**src/rtl/song_sequencer.sv**
```systemverilog
// rtl/song_sequencer.sv - steps through a song ROM and drives the tone generator
// One word per note; articulation gap, rests, pause/resume, stop and looping.
module song_sequencer #(
  parameter int ADDR_W         = 8,
  parameter int DATA_W         = 16,
  parameter int GAP_CYCLES     = 1000000,
  parameter int FULL_NOTE_BITS = 3
) (
  input  logic                      clk,
  input  logic                      rst,
  input  logic                      start,
  input  logic                      stop,
  input  logic                      pause,
  input  logic                      loop,
  input  logic [FULL_NOTE_BITS-1:0] full_note_cfg,
  output logic [ADDR_W-1:0]         rom_addr,
  input  logic [DATA_W-1:0]         rom_data,
  output logic                      snd_en,
  output logic [2:0]                snd_octave,
  output logic [2:0]                snd_note,
  output logic [2:0]                snd_length,
  output logic [FULL_NOTE_BITS-1:0] snd_full_note,
  input  logic                      snd_over,
  output logic                      mute,
  output logic                      busy,
  output logic                      done
);

  localparam int CNT_W = (GAP_CYCLES > 1) ? $clog2(GAP_CYCLES) : 1;

  typedef enum logic [2:0] {
    S_IDLE, S_FETCH, S_DECODE, S_ARM, S_PLAY, S_GAP, S_PAUSE
  } state_t;

  state_t                      state, state_n;
  logic [ADDR_W-1:0]           rom_addr_n;
  logic                        snd_en_n, mute_n, busy_n, done_n;
  logic [2:0]                  octave_n, note_n, length_n;
  logic [FULL_NOTE_BITS-1:0]   full_note_n;
  logic [CNT_W-1:0]            gap_cnt, gap_cnt_n;
  logic                        from_gap, from_gap_n;
  logic                        note_mute, note_mute_n;
  logic                        go_pause, do_advance, do_end, go_idle;

  logic       word_end, word_rest;
  logic [2:0] word_note;
  logic       unused_rom_bits;

  assign word_end        = rom_data[15];
  assign word_note       = rom_data[10:8];
  assign word_rest       = rom_data[14] | (word_note == 3'd7);
  assign unused_rom_bits = ^rom_data[4:0];

  always_comb begin
    state_n     = state;
    rom_addr_n  = rom_addr;
    snd_en_n    = snd_en;
    octave_n    = snd_octave;
    note_n      = snd_note;
    length_n    = snd_length;
    full_note_n = snd_full_note;
    mute_n      = mute;
    done_n      = 1'b0;
    gap_cnt_n   = gap_cnt;
    from_gap_n  = from_gap;
    note_mute_n = note_mute;
    go_pause    = 1'b0;
    do_advance  = 1'b0;
    do_end      = 1'b0;
    go_idle     = 1'b0;

    case (state)
      S_IDLE: begin
        if (start) begin
          full_note_n = full_note_cfg;
          rom_addr_n  = '0;
          state_n     = S_FETCH;
        end
      end
      S_FETCH: state_n = S_DECODE;
      S_DECODE: begin
        if (word_end) begin
          do_end = 1'b1;
        end else begin
          octave_n    = rom_data[13:11];
          note_n      = word_note;
          length_n    = rom_data[7:5];
          note_mute_n = word_rest;
          from_gap_n  = 1'b0;
          if (pause) begin
            snd_en_n = 1'b0;
            mute_n   = 1'b1;
            state_n  = S_PAUSE;
          end else begin
            snd_en_n = 1'b1;
            mute_n   = word_rest;
            state_n  = S_ARM;
          end
        end
      end
      // over stays high while the generator is disabled, so only its fall means "started"
      S_ARM: begin
        if (pause)          go_pause = 1'b1;
        else if (!snd_over) state_n  = S_PLAY;
      end
      S_PLAY: begin
        if (pause) begin
          go_pause = 1'b1;
        end else if (snd_over) begin
          snd_en_n  = 1'b0;
          mute_n    = 1'b1;
          gap_cnt_n = CNT_W'(GAP_CYCLES - 1);
          state_n   = S_GAP;
        end
      end
      S_GAP: begin
        if (pause)                go_pause   = 1'b1;
        else if (gap_cnt == '0)   do_advance = 1'b1;
        else                      gap_cnt_n  = gap_cnt - 1'b1;
      end
      S_PAUSE: begin
        if (!pause) begin
          if (from_gap) begin
            do_advance = 1'b1;
          end else begin
            snd_en_n = 1'b1;
            mute_n   = note_mute;
            state_n  = S_ARM;
          end
        end
      end
      default: go_idle = 1'b1;
    endcase

    if (go_pause) begin
      snd_en_n   = 1'b0;
      mute_n     = 1'b1;
      from_gap_n = (state == S_GAP);
      state_n    = S_PAUSE;
    end

    // running off the last address ends the song exactly like an END word
    if (do_advance) begin
      if (&rom_addr) begin
        do_end = 1'b1;
      end else begin
        rom_addr_n = rom_addr + 1'b1;
        state_n    = S_FETCH;
      end
    end

    if (do_end) begin
      if (loop) begin
        rom_addr_n = '0;
        state_n    = S_FETCH;
      end else begin
        go_idle = 1'b1;
        done_n  = 1'b1;
      end
    end

    if (go_idle || stop) begin
      state_n     = S_IDLE;
      rom_addr_n  = '0;
      snd_en_n    = 1'b0;
      octave_n    = '0;
      note_n      = '0;
      length_n    = '0;
      full_note_n = '0;
      mute_n      = 1'b1;
    end
    if (stop) done_n = 1'b0;

    busy_n = (state_n != S_IDLE);
  end

  always_ff @(posedge clk or posedge rst) begin
    if (rst) begin
      state         <= S_IDLE;
      rom_addr      <= '0;
      snd_en        <= 1'b0;
      snd_octave    <= '0;
      snd_note      <= '0;
      snd_length    <= '0;
      snd_full_note <= '0;
      mute          <= 1'b1;
      busy          <= 1'b0;
      done          <= 1'b0;
      gap_cnt       <= '0;
      from_gap      <= 1'b0;
      note_mute     <= 1'b1;
    end else begin
      state         <= state_n;
      rom_addr      <= rom_addr_n;
      snd_en        <= snd_en_n;
      snd_octave    <= octave_n;
      snd_note      <= note_n;
      snd_length    <= length_n;
      snd_full_note <= full_note_n;
      mute          <= mute_n;
      busy          <= busy_n;
      done          <= done_n;
      gap_cnt       <= gap_cnt_n;
      from_gap      <= from_gap_n;
      note_mute     <= note_mute_n;
    end
  end

endmodule

```
**config.mk**
```make
export PLATFORM = sky130hd
export DESIGN_NAME = song_sequencer
export DESIGN_NICKNAME = d
export VERILOG_FILES = /design/src/rtl/song_sequencer.sv
export SDC_FILE = /design/constraint.sdc
export NUM_CORES = 1
export LEC_CHECK = 0
export BUFFER_PORTS_ARGS = -buffer_cell sky130_fd_sc_hd__buf_4
export CORE_ASPECT_RATIO = 0.7
export CORE_MARGIN = 5
export CORE_UTILIZATION = 56
export CTS_CLUSTER_SIZE = 8
export DETAILED_ROUTE_END_ITERATION = 10
export HOLD_SLACK_MARGIN = 0.1
export PLACE_DENSITY = 0.81
export SLEW_MARGIN = 25
export SYNTH_ARGS = -nofsm -noshare
export SYNTH_HDL_FRONTEND = slang
export SYNTH_SLANG_ARGS = --single-unit
```
**constraint.sdc**
```tcl
create_clock -name clk -period 2.98 [get_ports clk]
set_clock_uncertainty 0.15 [all_clocks]
set_input_delay 0.149 -clock clk [delete_from_list [all_inputs] [get_ports clk]]
set_output_delay 0.149 -clock clk [all_outputs]
set_load 0.1 [all_outputs]
```
==> run_results.csv, run 1 <==
group,metric,value,unit
floorplanning,die_area,6600,um^2
floorplanning,ioPinCount,50,
clock_network,clk_latency,0.31,ns
clock_network,clockBufferDepth,2,
floorplanning,die_h,69.5,um
detailed_routing,postRouteAntennaNets,0,
synthesis,synth-xor-area-share,2.48,%
synthesis,synth-edff-count,0,
synthesis,avgSynthCellArea,8.92,um^2
timing,setup_ws,0.157,ns
clock_network,numCtsBuffers,5,
layout,syn2layout_area_growth,26.1,%
global_route,overflow,0,
pwr,peakVddDrop,0.000469,V
timing,whs,0.174,ns
place,dp_slack,0.206,ns
job,maxCapViolations,0,
setup_path,cpPeakStageDelay,0.60,ns
detailed_routing,num_vias,2721,
synthesis,async_flop_share,100,%
synthesis,synth_area_leader_cell,"dfrtp_1",
pwr,netSwitchingPower,1.21,mW
global_route,grt_first_pass_wirelength,12000,um
synthesis,yosys.area_share.simple,24.3,%
synthesis,ys.flop_type,"dfrtp_1",
global_route,grt_usage,22.4,%
layout,layout_commonest_cell,"buf_4",
detailed_routing,drcViolationCount,0,
clock_network,clock-root-buffer,"clkbuf_8",
layout,nNetsFinal,409,
place,io_buffers,44,
detailed_routing,post_drt_wl_per_cell,15.4,um
setup_path,crit_buf_inv,1,
floorplanning,core.rowCount,21,
synthesis,synth_compound_area_share,22.6,%
clock_network,clk_pin_slew,0.09,ns
floorplanning,initial_core_util,58.5,%
layout,drive_above_1_share,20.2,%
setup_path,rrSetupSlack,0.16,ns
synthesis,synthesis.area,2830,um^2
synthesis,ys_ff_latch,49,
detailed_routing,drtIter0Drc,175,
setup_path,cp.arrival,2.91,ns
setup_path,cp-startpoint,"gap_cnt[0]",
timing,tns,0,ns
pwr,p_per_area,772,nW/um^2
worst_hold_path,hold_path.class,"in2reg",
detailed_routing,first_pass_iters,5,
setup_path,crit_family,"compound AO/OA/AOI/OAI gates",
synthesis,netlist_instances,317,
timing,slew_violations,0,
floorplanning,core_area,4830,um^2
timing,fmax,354,MHz
synthesis,seq_area_frac_synth,43.4,%
synthesis,syn_nets,346,
floorplanning,die_w,95.0,um
setup_path,endpoint,"gap_cnt[8]",
setup_path,crit_slowest_cell,"or4b_2",
place,dpl.hpwl,4560,um
setup_path,r2r-end,"gap_cnt[8]",
setup_path,r2r_start,"gap_cnt[0]",
synthesis,synth_top_family_by_area,"simple AND/OR/NAND/NOR gates",
pwr,power.share.clock,18.0,%
synthesis,muxShareOfSynthArea,1.81,%
global_route,antenna_found_initial,0,
timing,fin_crit,2.82,ns
timing,worst_pin_slew,0.840,ns
pwr,p_int,1.55,mW
clock_network,cts_num_sinks,49,
synthesis,synth_warnings,0,
pwr,leakagePower,1.55,nW
synthesis,synth_fa_ha_area_share,1.33,%
pwr,p_comb_share,45.3,%
setup_path,setup.worst_path.end_class,"flop",
synthesis,synth_area_leaders,"dfrtp_1, a21oi_1, nand2_1",
clock_network,cts_tree,"done",
clock_network,cts-htree-levels,2,
pwr,swShare,43.8,%
detailed_routing,viasPerCell,6.05,
synthesis,synth_cell_type_count,59,
setup_path,rr_worst_depth,7,
setup_path,cp.required,3.07,ns
timing,timing.final.crit_share,94.7,%
setup_path,crit_path_start_kind,"flop",
layout,layout.cells.most_common_list,"buf_4, dfrtp_1, nand2_1",
global_route,grt_max_degree,50,
timing,finalHoldViolCount,0,
pwr,p_seq_share,36.7,%
synthesis,synth_top_area_share,41.6,%
place,gp_congestion,0.892,
timing,rsz0062_at_grt,"false",
layout,antenna_cells,0,
timing,slew_headroom,43.9,%
global_route,grt_pass1_vias,2523,
setup_path,cp_max_fo,11,
detailed_routing,wirelength,6940,um
timing,setup_viol,0,
setup_path,critPathKind,"reg2reg",
setup_path,path_depth,7,
setup_path,worstPathCellList,"inv_1 > ha_1 > or4b_2 > a311oi_1 > a32oi_1 > a31o_2 > a21oi_1",
outcome,status,"finished, final reports clean",
-- Yosys cell counts (all sizes together) (8+ instances only) --
master / instances
o21ai: 14
a21oi: 32
nand3: 10
clkbuf: 15
nor3: 8
nand2: 35
o211ai: 11
nor2b: 8
nor2: 23
dfrtp: 47
-- layout make-up --
cell class / count / area [um^2]
multi-input cells: 242 / 1490
fillers: 364 / 1270
flip-flops and latches: 49 / 1230
repair buffers: 74 / 613
clock buffers: 7 / 86.3
well taps: 69 / 86.3
inverters: 8 / 31.3
clock inverters: 1 / 30.0
-- worst reg2reg max path, stage by stage (launching register included) --
cell and delay, ns:
dfrtp_1 0.42, inv_1 0.10, ha_1 0.18, or4b_2 0.60, a311oi_1 0.45, a32oi_1 0.40
a31o_2 0.36, a21oi_1 0.11
-- through the flow --
stage / power (mW) / util, % / cells / instance area [um^2]
finish: 2.76 / 73.8 / 450 / 3570
global route: 2.93 / 73.8 / 450 / 3570
CTS: 2.74 / 73.8 / 450 / 3570
detailed placement: 2.23 / 67.7 / 424 / 3270
global placement: 2.20 / 67.7 / 424 / 3270
floorplan: 1.92 / - / 317 / 2830
-- logic make-up after synthesis --
kind of cell | count (synthesis)
AOI/OAI and AO/OA | 94
adders and majority gates | 3
and+or+nand+nor | 132
buffers and inverters | 26
muxes | 5
xor gates and xnor gates | 8
DFF | 49
-- power groups by stage --
| stage | logic, mW | registers, mW | clock network (mW) |
|---|---|---|---|
| 2_1_floorplan | 0.696 | 1.23 | 0 |
| 3_3_place_gp | 1.19 | 1.01 | 0 |
| 3_5_place_dp | 1.21 | 1.01 | 0 |
| 4_1_cts | 1.23 | 1.01 | 0.502 |
| 5_1_grt | 1.36 | 1.04 | 0.531 |
| 6_report | 1.25 | 1.01 | 0.496 |
-- how the worst min path moves through the flow --
stage                  from       endpoint  slack [ns]  cells after the start
2_1_floorplan          stop           done        0.07                      1
6_report       rom_data[15]      note_mute        0.17                      5
3_5_place_dp           stop           done        0.18                      2
4_1_cts        rom_data[15]      note_mute        0.16                      5
3_3_place_gp           stop           done        0.18                      2
5_1_grt        rom_data[15]  snd_octave[1]        0.20                      5
-- per-layer routing --
metal,wire length (um),up-vias,track usage [%]
li1,-,1295,-
met1,3190,1318,33.1
met2,3240,95,33.3
met3,413,13,4.34
met4,102,0,6.08
met5,0,-,0
-- flip-flops by register name, summed over array words and instances (netlist names) --
name / cells
snd_octave: 3
mute: 1
done: 1
gap_cnt: 20
from_gap: 1
busy: 1
rom_addr: 8
state: 3
snd_note: 3
snd_full_note: 3
snd_en: 1
note_mute: 1
snd_length: 3
-- what timing repair did --
item | 4_1_cts | 5_1_grt
resized for setup | 0 | 0
hold buffers | 18 | 0
setup buffers | 0 | 0
hold endpoints to repair | 66 | 0
No activity file was read; power rests on OpenSTA's default activity.
==> inputs of run 2 (changes only) <==
--- a/config.mk
+++ b/config.mk
@@ -11,2 +11,3 @@
 export CORE_UTILIZATION = 56
+export CTS_CLUSTER_DIAMETER = 120
 export CTS_CLUSTER_SIZE = 8
@@ -14,3 +15,3 @@
 export HOLD_SLACK_MARGIN = 0.1
-export PLACE_DENSITY = 0.81
+export PLACE_DENSITY = 0.8
 export SLEW_MARGIN = 25
--- a/constraint.sdc
+++ b/constraint.sdc
@@ -4,2 +4,2 @@
 set_output_delay 0.149 -clock clk [all_outputs]
-set_load 0.1 [all_outputs]
+set_load 0.01 [all_outputs]
==> run_results.csv, run 2 (synthesis gave the netlist of run 1 again) <==
group,metric,value,unit
outcome,status,"finished, final reports clean",
setup_path,crit_buf_inv,1,
pwr,p_comb_share,42.4,%
pwr,swShare,39.5,%
layout,nNetsFinal,409,
clock_network,ctsHoldBuffers,18,
layout,top_register,"gap_cnt",
setup_path,crit_slowest_cell,"or4b_2",
global_route,grt_first_pass_wirelength,12100,um
layout,top_regs,"gap_cnt (20), rom_addr (8)",
timing,finalHoldViolCount,0,
worst_hold_path,hold_path.class,"in2reg",
detailed_routing,drtIter0Drc,190,
clock_network,cts_tree,"done",
detailed_routing,first_pass_iters,4,
detailed_routing,wirelength,7040,um
pwr,p_int,1.46,mW
layout,final_area,3540,um^2
floorplanning,die_w,95.0,um
global_route,grt_usage,22.7,%
clock_network,cts_num_sinks,49,
global_route,use_met1,31.4,%
floorplanning,die_area,6600,um^2
layout,n_fill_cell,376,
layout,drive_above_1_share,20.0,%
pwr,p_per_area,681,nW/um^2
clock_network,clock-root-buffer,"clkbuf_8",
layout,syn2layout_area_growth,25.1,%
floorplanning,initial_core_util,58.5,%
global_route,grt_pass1_vias,2614,
clock_network,clk_latency,0.29,ns
timing,slew_violations,0,
clock_network,clockBufferDepth,2,
global_route,antenna_found_initial,0,
detailed_routing,post_drt_wl_per_cell,15.7,um
detailed_routing,postRouteAntennaNets,0,
timing,setup_viol,0,
setup_path,critPathKind,"reg2reg",
place,dp_slack,0.271,ns
setup_path,cp.arrival,2.79,ns
clock_network,cts-htree-levels,2,
timing,timing.final.crit_share,92.0,%
detailed_routing,num_vias,2672,
place,dpl.hpwl,4840,um
floorplanning,ioPinCount,50,
clock_network,numCtsBuffers,5,
layout,layout.cells.most_common_list,"buf_4, dfrtp_1, nand2_1",
detailed_routing,viasPerCell,5.95,
place,place_area,3270,um^2
global_route,overflow,0,
global_route,gr-usage-met2,36.0,%
timing,fin_crit,2.74,ns
floorplanning,core_area,4830,um^2
clock_network,cts_resized,0,
place,gp_congestion,0.888,
timing,tns,0,ns
timing,worst_pin_slew,0.820,ns
floorplanning,die_h,69.5,um
layout,layout_commonest_cell,"buf_4",
timing,rsz0062_at_grt,"false",
pwr,peakVddDrop,0.000516,V
layout,largest_register_ffs,20,
job,maxCapViolations,0,
pwr,netSwitchingPower,952,uW
floorplanning,core.rowCount,21,
setup_path,cp.required,3.02,ns
clock_network,post_cts_buffers,0,
global_route,met3_usage,4.88,%
timing,slew_headroom,45.3,%
setup_path,worstPathCellList,"inv_1 > ha_1 > or4b_2 > a311oi_1 > a31oi_1 > and3_1 > o21ai_0",
setup_path,setup.worst_path.end_class,"flop",
layout,antenna_cells,0,
timing,fmax,365,MHz
pwr,power.share.clock,16.1,%
pwr,p_seq_share,41.5,%
place,io_buffers,44,
setup_path,cp_max_fo,7,
global_route,grt_max_degree,50,
setup_path,crit_family,"compound AO/OA/AOI/OAI gates",
clock_network,clk_pin_slew,0.08,ns
pwr,leakagePower,1.54,nW
global_route,grt.busiest_layer,"met2",
setup_path,crit_path_start_kind,"flop",
detailed_routing,drcViolationCount,0,
timing,setup_ws,0.237,ns
setup_path,cpPeakStageDelay,0.58,ns
## run 2: final timing paths
| kind | cells past startpoint | to | slack, ns | startpoint |
|---|---|---|---|---|
| max in group asynchronous | 3 | gap_cnt[14] | 1.79 | rst |
| hold / removal | 5 | snd_note[0] | 0.20 | rom_data[15] |
| setup / recovery | 7 | gap_cnt[5] | 0.24 | gap_cnt[0] |
| min in group asynchronous | 3 | gap_cnt[6] | 0.39 | rst |
| hold reg to reg | 2 | snd_length[2] | 0.38 | snd_length[2] |
| setup reg to reg | 7 | gap_cnt[5] | 0.24 | gap_cnt[0] |
## run 2: worst min-delay path: stages
cell	delay, ns
buf_4	0.11
nor4b_2	0.05
buf_4	0.17
nand2_1	0.07
a21oi_1	0.05
## run 2: final cells by class
type / count / area, um^2 / area share (%)
sequential: 49 / 1230 / 34.7
tap: 69 / 86.3 / 2.44
multi-input combinational: 242 / 1490 / 42.2
clock buffer: 7 / 86.3 / 2.44
inverter: 8 / 31.3 / 0.884
timing repair buffer: 74 / 613 / 17.3
## run 2: layer usage
layer	vias up	share of wire [%]	wire, um
li1	1294	-	-
met1	1295	46	3230
met2	74	48	3390
met3	9	4.9	348
met4	0	1.1	74
met5	-	0	0
## run 2: power groups by stage
stage / Clock (mW) / Combinational, mW / Sequential, mW
2_1_floorplan: 0 / 0.695 / 0.983
3_3_place_gp: 0 / 0.952 / 0.995
3_5_place_dp: 0 / 0.988 / 1.00
4_1_cts: 0.397 / 1.01 / 0.995
5_1_grt: 0.428 / 1.14 / 1.03
6_report: 0.387 / 1.02 / 1.00
## run 2: stage by stage
step                      utilization [%]  power [mW]  std cells  hold slack [ns]
after floorplan                         -        1.68        317           0.0691
after global placement               67.7        1.95        424            0.182
after detailed placement             67.7        1.99        424            0.190
after CTS                            73.2        2.40        449            0.191
final                                73.2        2.41        449            0.197
after global routing                 73.2        2.60        449            0.198
